$ cat src/rtl/boot_loader.sv
// boot_loader
//
// Boot-time program loader between a UART receive byte stream and the QSPI
// SRAM bus. While loading it holds the CPU in reset, parses a frame
// (SYNC_BYTE, LEN_LO, LEN_HI, LEN payload bytes[, CHK]) and writes the
// payload into SRAM starting at address 0x0000. When the image is complete
// it releases the CPU and becomes a transparent mux from the cache-side bus
// to the SRAM bus until the next reset.
//
// Optional feature macro: BOOT_LOADER_CHECKSUM_EN
//   defined   : a trailing CHK byte (XOR of all payload bytes) is expected;
//               a mismatch ends in the error state.
//   undefined : no CHK byte; the image is accepted as soon as the last
//               payload write completes (or right after LEN_HI when LEN==0),
//               and the error state is only reachable by timeout.
//
// Parameters
//   TIMEOUT_CYC  inter-byte timeout in CLK cycles once a frame has started
//                (legal 2..2^24-1)
//   SYNC_BYTE    frame header value
//
// Ports
//   CLK, RES_N                 clock, synchronous active-low reset
//   RX_VALID/RX_DATA/RX_READY  UART receive byte handshake
//   CPU_RES_N                  CPU/cache reset, released on successful load
//   C_BUS_*                    cache-side bus (request in, RDATA/RDY out)
//   M_BUS_*                    SRAM-controller bus (request out, RDATA/RDY in)
//   LOAD_BUSY                  a frame is in progress (LEN_LO through CHK)
//   LOAD_ERR                   last frame failed; cleared by the next SYNC_BYTE

module boot_loader #(
    parameter logic [23:0] TIMEOUT_CYC = 24'd1_000_000,
    parameter logic [7:0]  SYNC_BYTE   = 8'hA5
) (
    input  logic        CLK,
    input  logic        RES_N,
    input  logic        RX_VALID,
    input  logic [7:0]  RX_DATA,
    output logic        RX_READY,
    output logic        CPU_RES_N,
    input  logic        C_BUS_REQ,
    input  logic        C_BUS_WRITE,
    input  logic [15:0] C_BUS_ADDR,
    input  logic [7:0]  C_BUS_WDATA,
    output logic [7:0]  C_BUS_RDATA,
    output logic        C_BUS_RDY,
    output logic        M_BUS_REQ,
    output logic        M_BUS_WRITE,
    output logic [15:0] M_BUS_ADDR,
    output logic [7:0]  M_BUS_WDATA,
    input  logic [7:0]  M_BUS_RDATA,
    input  logic        M_BUS_RDY,
    output logic        LOAD_BUSY,
    output logic        LOAD_ERR
);

    typedef enum logic [2:0] {
        ST_IDLE,
        ST_LEN_LO,
        ST_LEN_HI,
        ST_DATA,
        ST_WR,
        ST_CHK,
        ST_RUN,
        ST_ERR
    } state_t;

    // Where the frame goes once the payload is finished.
`ifdef BOOT_LOADER_CHECKSUM_EN
    localparam state_t ST_PAYLOAD_DONE = ST_CHK;
`else
    localparam state_t ST_PAYLOAD_DONE = ST_RUN;
`endif

    // Control state (reset)
    state_t      state_q;
    state_t      state_next;
    logic        run_q;
    logic        err_q;
    logic [23:0] tmo_cnt_q;

    // Datapath state (no reset; always loaded before use)
    logic [7:0]  len_lo_q;
    logic [7:0]  byte_q;
    logic [15:0] remain_q;
    logic [15:0] addr_q;
`ifdef BOOT_LOADER_CHECKSUM_EN
    logic [7:0]  xor_q;
`endif

    logic        accept;
    logic        timed;
    logic        tmo_hit;
    logic        last_wr;
    logic [15:0] len_full;

    assign RX_READY = (state_q != ST_WR) && (state_q != ST_RUN);
    assign accept   = RX_VALID && RX_READY;
    assign len_full = {RX_DATA, len_lo_q};
    assign last_wr  = (remain_q == 16'd1);

    // The timeout only runs while the loader is waiting for a frame byte.
    assign timed    = state_q inside {ST_LEN_LO, ST_LEN_HI, ST_DATA, ST_CHK};

    // Fires on the edge at which the idle counter would reach TIMEOUT_CYC-1.
    assign tmo_hit  = timed && !accept && (tmo_cnt_q == TIMEOUT_CYC - 24'd2);

    always_comb begin
        state_next = state_q;
        case (state_q)
            ST_IDLE, ST_ERR: begin
                if (accept && (RX_DATA == SYNC_BYTE)) begin
                    state_next = ST_LEN_LO;
                end
            end
            ST_LEN_LO: begin
                if (accept) begin
                    state_next = ST_LEN_HI;
                end
            end
            ST_LEN_HI: begin
                if (accept) begin
                    state_next = (len_full == 16'd0) ? ST_PAYLOAD_DONE : ST_DATA;
                end
            end
            ST_DATA: begin
                if (accept) begin
                    state_next = ST_WR;
                end
            end
            ST_WR: begin
                if (M_BUS_RDY) begin
                    state_next = last_wr ? ST_PAYLOAD_DONE : ST_DATA;
                end
            end
`ifdef BOOT_LOADER_CHECKSUM_EN
            ST_CHK: begin
                if (accept) begin
                    state_next = (RX_DATA == xor_q) ? ST_RUN : ST_ERR;
                end
            end
`endif
            ST_RUN: begin
                state_next = ST_RUN;
            end
            default: begin
                state_next = ST_IDLE;
            end
        endcase
        if (tmo_hit) begin
            state_next = ST_ERR;
        end
    end

    // Control register stage. run_q/err_q are registered copies of the
    // next state so CPU_RES_N and LOAD_ERR come straight from flops.
    always_ff @(posedge CLK) begin
        if (!RES_N) begin
            state_q   <= ST_IDLE;
            run_q     <= 1'b0;
            err_q     <= 1'b0;
            tmo_cnt_q <= '0;
        end else begin
            state_q <= state_next;
            run_q   <= (state_next == ST_RUN);
            err_q   <= (state_next == ST_ERR);
            if (!timed || accept || tmo_hit) begin
                tmo_cnt_q <= '0;
            end else begin
                tmo_cnt_q <= tmo_cnt_q + 24'd1;
            end
        end
    end

    // Datapath register stage: length, write address/data and checksum.
    always_ff @(posedge CLK) begin
        if ((state_q == ST_LEN_LO) && accept) begin
            len_lo_q <= RX_DATA;
        end
        if ((state_q == ST_LEN_HI) && accept) begin
            remain_q <= len_full;
            addr_q   <= 16'h0000;
`ifdef BOOT_LOADER_CHECKSUM_EN
            xor_q    <= 8'h00;
`endif
        end
        if ((state_q == ST_DATA) && accept) begin
            byte_q <= RX_DATA;
`ifdef BOOT_LOADER_CHECKSUM_EN
            xor_q  <= xor_q ^ RX_DATA;
`endif
        end
        if ((state_q == ST_WR) && M_BUS_RDY) begin
            addr_q   <= addr_q + 16'd1;
            remain_q <= remain_q - 16'd1;
        end
    end

    // Bus mux: cache passthrough in RUN, loader write in WR, idle otherwise.
    always_comb begin
        M_BUS_REQ   = 1'b0;
        M_BUS_WRITE = 1'b0;
        M_BUS_ADDR  = 16'h0000;
        M_BUS_WDATA = 8'h00;
        if (run_q) begin
            M_BUS_REQ   = C_BUS_REQ;
            M_BUS_WRITE = C_BUS_WRITE;
            M_BUS_ADDR  = C_BUS_ADDR;
            M_BUS_WDATA = C_BUS_WDATA;
        end else if (state_q == ST_WR) begin
            M_BUS_REQ   = 1'b1;
            M_BUS_WRITE = 1'b1;
            M_BUS_ADDR  = addr_q;
            M_BUS_WDATA = byte_q;
        end
    end

    assign C_BUS_RDATA = run_q ? M_BUS_RDATA : 8'h00;
    assign C_BUS_RDY   = run_q && M_BUS_RDY;
    assign CPU_RES_N   = run_q;
    assign LOAD_ERR    = err_q;
    assign LOAD_BUSY   = state_q inside {ST_LEN_LO, ST_LEN_HI, ST_DATA, ST_WR, ST_CHK};

endmodule
$ cat config.mk
export PLATFORM = sky130hd
export DESIGN_NAME = boot_loader
export DESIGN_NICKNAME = d
export VERILOG_FILES = /design/src/rtl/boot_loader.sv
export SDC_FILE = /design/constraint.sdc
export NUM_CORES = 1
export LEC_CHECK = 0
export ABC_AREA = 0
export BUFFER_PORTS_ARGS = -buffer_cell sky130_fd_sc_hd__clkbuf_2
export CAP_MARGIN = 40
export CORE_ASPECT_RATIO = 1.4
export CORE_MARGIN = 3
export CORE_UTILIZATION = 48
export DETAILED_ROUTE_END_ITERATION = 8
export PLACE_DENSITY_LB_ADDON = 0.12
export SYNTH_ARGS = -nofsm -noshare
export SYNTH_HDL_FRONTEND = slang
export SYNTH_SLANG_ARGS = --single-unit
export TNS_END_PERCENT = 100
$ cat constraint.sdc
create_clock -name CLK -period 6.9 [get_ports CLK]
set_clock_uncertainty 0.15 [all_clocks]
set_input_delay 0.69 -clock CLK [delete_from_list [all_inputs] [get_ports CLK]]
set_output_delay 0.69 -clock CLK [all_outputs]
set_load 0.02 [all_outputs]
# Word level (Yosys, flattened, before mapping)
# Cells that the tools add are included.
# classes
n_addsub	3
eq_ne	14
mux	21
bitwise	1
reduce_logical	21
# ops
cell	count
$mux W16	6
$add A24 B1 Y24 const B	1
$eq A24 B20 Y1 const B	1
$mux W3	8
$mux W8	3
$eq A3 B3 Y1 const B	6
$pmux W3 S6	1
$add A16 B1 Y16 const B	1
$eq A16 B1 Y1 const B	1
$logic_not A16 Y1	1
$sub A16 B1 Y16 const B	1
$logic_and A1 B1 Y1	10
$eq A8 B8 Y1 const B	1
$eq A3 B2 Y1 const B	2
$ne A3 B3 Y1 const B	2
$reduce_bool A5 Y1	1
$reduce_bool A4 Y1	1
$reduce_or A2 Y1	2
$eq A3 B1 Y1 const B	1
$logic_not A3 Y1	1
$mux W1	3
$logic_not A1 Y1	2
$logic_or A1 B1 Y1	2
$reduce_bool A2 Y1	1
$not A1 Y1	1
# totals
register_bits	77
inputBits	46
output_inout_bits	39
word_cells	68

# Depth between registers and ports, before layout
# Gate-level depths: netlist (run 1).
# logic_depth
word_depth	8
depth_mapped	8
depth_no_buf	7

# Least setup slack after synthesis (run 1)
# OpenSTA, ideal clock, no wires.
# synth_timing
kind	flip-flop to flip-flop
start	register state_q[0]
end	register addr_q[0], enable pin
arrival_time_ns	1.942
setup_slack_ns	4.419
path_stages_with_launch	8
n_path_buf	3
period_less_slack_ns	2.481
path_cell_list	dfxtp_1 > buf_4 > nor2_1 > and2_1 > buf_2 > nand2_1 > clkbuf_1 > nand2_1
# synth_via
elab_chain_cells	5
# synth_rtl
element	line	rtl
start, declared	76	state_t state_q;
start signal, assigned	164	state_q <= state_next;
$ne A3 B3 Y1	97	assign RX_READY = (state_q != ST_WR) && (state_q != ST_RUN);
$logic_and A1 B1 Y1	97	
$logic_and A1 B1 Y1	98	assign accept = RX_VALID && RX_READY;
$logic_and A1 B1 Y1	180	if ((state_q == ST_LEN_HI) && accept) begin
$reduce_bool A2 Y1 (no line) *	--	
end signal, assigned	194	addr_q <= addr_q + 16'd1;
end, declared	86	logic [15:0] addr_q;
# Mark *: on every way between the ends. The rest lies on a longest branch, timed or not.
# A chain may end at the register's enable or synchronous reset.

# Worst setup path after layout (run 1)
# layout_timing
start	register state_q[1]
end	output port M_BUS_WDATA[6]
# layout_via
elab_chain_cells	3
# layout_rtl
element	line	rtl
$eq A3 B3 Y1	210	end else if (state_q == ST_WR) begin
$mux W8	210	
$mux W8	205	if (run_q) begin
end, declared	50	output logic [7:0] M_BUS_WDATA,
# Every way passes these cells.

==> run metrics, run 1 <==
critical path class reg2out; combinational fraction of design power 2.4%; switching power 176 uW; largest net degree at the start of global routing 63; sequential share of power 52.6%; Inserted Clock Buffers 9; CP max stage cell and2_1; CP peak stage delay 650 ps; CTS HTree Levels 3; total of max-cap violations 0; chip height 116 um; Max Slew Vio Count 0; row count 39; Via density 5.30; clock power share 45.0%; critical-path cell list nor2_1 > and2_1 > nand2_1 > o21ai_0 > clkbuf_2; flops & latches, synth 77; number of synthesized flops with an enable pin 48; core area 0.00830 mm^2; Ys Warns 0; routed len/inst 14.8 um; area grow syn2layout 18.0%; die width 84.7 um; mapped cell area 0.00416 mm^2; Layout Nets 573; Syn Area/Cell 9.42 um^2; IO Port Bufs 84; Clk Latency, worst-skew pair 330 ps; Worst R2R Path Depth 6; CTS tree yes; Hold Path Stages 1; worst slew pin tran 727 ps; HPWL after DPL 7070 um; Worst Path Max Fanout 24; RSZ-0062 raised after global routing false; number of fillers in the final layout 751; CTS Buffer Depth 2; antenna violations before repair 0; Crit path arrival time 2160 ps; power density over cell area 188 mW/mm^2; CTS Hold Bufs 0; Syn Nets 493; setup_tns 0 ps; status finished, final reports clean; Routed Antenna Nets 0; net switching fraction of the power 19.0%; CTS Root Cell clkbuf_16; FFs w/ async S/R, synth 0%; hold crit path type reg2reg; All-Layer GR Usage 19.6%; first-pass GRT wire length 15300 um; Placer Congestion 0.842; number of setup buffers added after CTS 0; share of layout cells above drive strength 1 22.4%; Clock Sink Count 77; GRT overflow 0; ANT cells 0; Boundary Pins 85; leak pwr 0.00184 uW; cells after synthesis 442; Relative slew margins 51.6%; startpoint types flip-flop; Required @ worst endpoint 6060 ps; Final Hold Fails 0; vias in the first global route 3205; Iter 0 DRT Violations 149; Residual DRC 0; WL final 9320 um; Critical Path End Type output pin; vias post-DR 3335; Netlist cell types 49; period utilization 43.5%; sequential fraction of the synthesis area 48.6%; Final Setup Violations 0; VDD IR max 0.153 mV; Most used DFF post-synth edfxtp_1; initial core utilization 50.2%; DR pass1 iterations 4; Resize count post-CTS 0; fmax 333 MHz; Reg clk slew, reported paths 60 ps; total power 925 uW; Pint 749 uW; post-layout min period 3000 ps; full die area 0.00984 mm^2
## power by group through the flow
stage               clock network [uW]  logic, uW  registers [uW]
floorplan                            0       4.34             496
global placement                     0       22.0             496
detailed placement                   0       22.4             496
CTS                                426       22.6             487
global route                       443       24.8             486
finish                             416       22.4             487
## synthesized netlist by cell type (4+ instances only)
library cell / n / area share (%)
clkbuf_1: 8 / 0.72
nor3_1: 5 / 0.60
xnor2_1: 17 / 3.6
and3_1: 12 / 1.8
edfxtp_1: 48 / 35
o21ai_0: 39 / 4.7
nand4_1: 8 / 1.2
nand2_1: 79 / 7.1
ha_1: 5 / 1.5
buf_2: 8 / 0.96
nand3_1: 21 / 2.5
nor4_2: 5 / 1.5
nor4_1: 4 / 0.60
and2_1: 14 / 2.1
xor2_1: 29 / 6.1
dfxtp_1: 29 / 14
and4_1: 7 / 1.5
nor2_1: 49 / 4.4
a21oi_1: 5 / 0.60
inv_1: 7 / 0.63
## logic make-up after synthesis
kind of cell    share of synthesized area (%)
simple gates                             28.9
flops                                    48.6
compound gates                           8.20
xor+xnor                                 9.68
buf+inv                                  3.13
fa+ha+maj                                1.50
## critical path: cells and delay by family (launching register included)
family | cells | cell delay (ps)
AND/OR/NAND/NOR | 3 | 1050
flip-flops | 1 | 410
buffers and inverters | 1 | 190
AO/OA/AOI/OAI | 1 | 170
## flip-flops by register name, summed over array words and instances, names as in the netlist
register,cells
tmo_cnt_q,24
addr_q,16
remain_q,16
byte_q,8
len_lo_q,8
state_q,3
CPU_RES_N,1
LOAD_ERR,1
## layout by cell type (no fill, tap or decap), types with 9 or more instances in the layout
master      n
clkbuf_2   84
nand2_1    79
nor2_1     49
edfxtp_1   48
o21ai_0    39
dfxtp_1    29
xor2_1     29
nand3_1    21
xnor2_1    17
and2_1     14
and3_1     12
clkbuf_16   9
## stage by stage
stage	setup WS (ps)	instances	utilization, %	cell area [um^2]	hold slack [ps]
final	3900	629	59.2	4910	335
after CTS	3880	629	59.2	4910	339
after global routing	3620	629	59.2	4910	373
after detailed placement	4190	613	56.0	4650	327
after floorplan	4420	442	-	4160	299
after global placement	4250	612	55.9	4640	321
## per-layer routing
layer  vias up  part of all wire [%]  wire, um  track usage, %
met5         -                     0         0               0
met4         0                   1.9       175            8.66
met3        13                   6.4       595            3.18
met2       108                    52      4820            36.5
met1      1496                    40      3730            22.0
li1       1718                     -         -               -
## cell type report
class	count	area [um^2]	area share [%]
Inverter	7	26.3	0.535
Multi-Input combinational cell	338	2010	41.0
Clock inverter	2	8.76	0.178
Tap cell	102	128	2.60
Clock buffer	14	254	5.17
Sequential cell	77	2020	41.2
Timing Repair Buffer	89	462	9.40
## final timing paths
check	slack, ps	end	start
setup / recovery	3900	M_BUS_WDATA[6]	state_q[1]
setup reg to reg	4190	remain_q[6]	state_q[1]
hold / removal	340	tmo_cnt_q[0]	tmo_cnt_q[0]
hold reg to reg	340	tmo_cnt_q[0]	tmo_cnt_q[0]
No activity file was read; power rests on OpenSTA's default activity.
==> run 2, diff against run 1 <==
ABC_AREA = 1   (was 0)
clock period = 2.7 ns   (was 6.9 ns; I/O delays follow)
==> run metrics, run 2 <==
Crit path arrival time 1960 ps; Syn Nets 662; Worst Path Max Fanout 15; hold crit path type in2reg; Syn Area/Cell 7.53 um^2; worst slew pin tran 665 ps; R2R Path Start state_q[2]; total power 2390 uW; Regs by FF count tmo_cnt_q: 24 flops, addr_q: 16 flops, remain_q: 16 flops; flops & latches, synth 77; Yosys top cell by area edfxtp_1; most area-consuming cells after synthesis edfxtp_1, nand2_1, dfxtp_1; Hold Path Stages 1; Clock Sink Count 77; Largest Register tmo_cnt_q; WHS Endpoint byte_q[6]; Final Hold Fails 0; Final WS setup 320 ps; number of fillers in the final layout 878; HPWL after DPL 8690 um; WL final 11200 um; Placer Congestion 0.920; status finished, final reports clean; Resize count post-CTS 0; Reg clk slew, reported paths 60 ps; FFs w/ async S/R, synth 0%; share of the synthesized area in the top cell type 31.3%; setup_tns 0 ps; fmax 420 MHz; number of setup buffers added after CTS 0; initial core utilization 50.1%; antenna violations before repair 0; startpoint types flip-flop; Critical Path End Type output pin; CTS Hold Bufs 0; Synth top cells by count nand2_1, nor2_1, inv_1; IO Port Bufs 84; Max Slew Vio Count 0; commonest non-fill, non-tap cell in the layout nand2_1; Clk Latency, worst-skew pair 330 ps; ANT cells 0; most frequent cells in the layout nand2_1, nor2_1, clkbuf_2, inv_1, edfxtp_1; routed len/inst 13.9 um; Netlist cell types 41; Boundary Pins 85; VDD IR max 0.285 mV; number of synthesized flops with an enable pin 48; full die area 0.0108 mm^2; die width 88.8 um; row count 41; Worst R2R Setup Slack 650 ps; reg2reg end remain_q[0]; chip height 122 um; Residual DRC 0; share of layout cells above drive strength 1 21.3%; CTS Buffer Depth 2; RSZ-0062 raised after global routing false; Relative slew margins 55.5%; period utilization 88.1%; design area 0.00538 mm^2; CTS Root Cell clkbuf_16; Layout Nets 745; Via density 5.19; cells after synthesis 611; sequential fraction of the synthesis area 43.9%; Final Setup Violations 0; core area 0.00918 mm^2; area grow syn2layout 16.9%; Most used DFF post-synth edfxtp_1; All-Layer GR Usage 21.3%; post-layout min period 2380 ps; mapped cell area 0.00460 mm^2; Placed Area 0.00511 mm^2; largest net degree at the start of global routing 37; leak pwr 0.00222 uW; CTS HTree Levels 3; Ys Warns 0; vias post-DR 4183; total of max-cap violations 0; critical path class reg2out; power density over cell area 445 mW/mm^2; first-pass GRT wire length 17700 um; Required @ worst endpoint 2280 ps; Place WS 666 ps; Inserted Clock Buffers 9; DR pass1 iterations 4; CTS tree yes; most common cell in the netlist nand2_1; Hold Crit Start RX_DATA[6]; Routed Antenna Nets 0; Iter 0 DRT Violations 171; Worst R2R Path Depth 5; vias in the first global route 4045; GRT overflow 0; max FFs per register 24; Finished Core Util 58.6%
-- run 2: routing by layer --
metal	global-route usage, %	part of all wire (%)	up-vias
met5	0	0	-
met4	11.7	4.2	0
met3	4.06	3.5	29
met2	39.6	55	96
met1	21.6	38	1908
li1	-	-	2150
-- run 2: final cells by class --
class / instances / area [um^2] / area share, %
clock inverter: 2 / 10.0 / 0.186
inverter: 70 / 263 / 4.89
timing repair buffer: 86 / 448 / 8.33
clock buffer: 14 / 254 / 4.72
sequential: 77 / 2020 / 37.6
tap: 107 / 134 / 2.49
multi-input combinational: 450 / 2250 / 41.8
-- run 2: where the power goes --
group,switching (uW),total (uW),internal [uW]
combinational,32.6,62.3,29.7
sequential,0.868,1240,1240
clock,443,1090,646
-- run 2: critical path, cell delays in order (launching register included) --
cell and delay (ps):
dfxtp_1 490, nand2_2 160, inv_2 230, nand2_1 300, o21ai_0 250, clkbuf_2 200
-- run 2: cell families after synthesis --
family / share of synthesized area [%]
simple gates: 35.8
buf+inv: 7.31
flops: 43.9
compound gates: 7.59
xor+xnor: 4.00
fa+ha+maj: 1.36
-- run 2: worst max path at each step --
stage,from,to
2_1_floorplan,state_q[2],addr_q[0]
3_3_place_gp,state_q[2],remain_q[9]
3_5_place_dp,state_q[1],remain_q[10]
4_1_cts,state_q[2],M_BUS_ADDR[15]
5_1_grt,state_q[1],M_BUS_ADDR[15]
6_report,state_q[2],M_BUS_ADDR[15]
-- run 2: per-stage QoR --
stage,cells,hold WS (ps)
2_1_floorplan,611,219
3_3_place_gp,790,292
3_5_place_dp,790,313
4_1_cts,806,34.8
5_1_grt,806,37.2
6_report,806,45.4
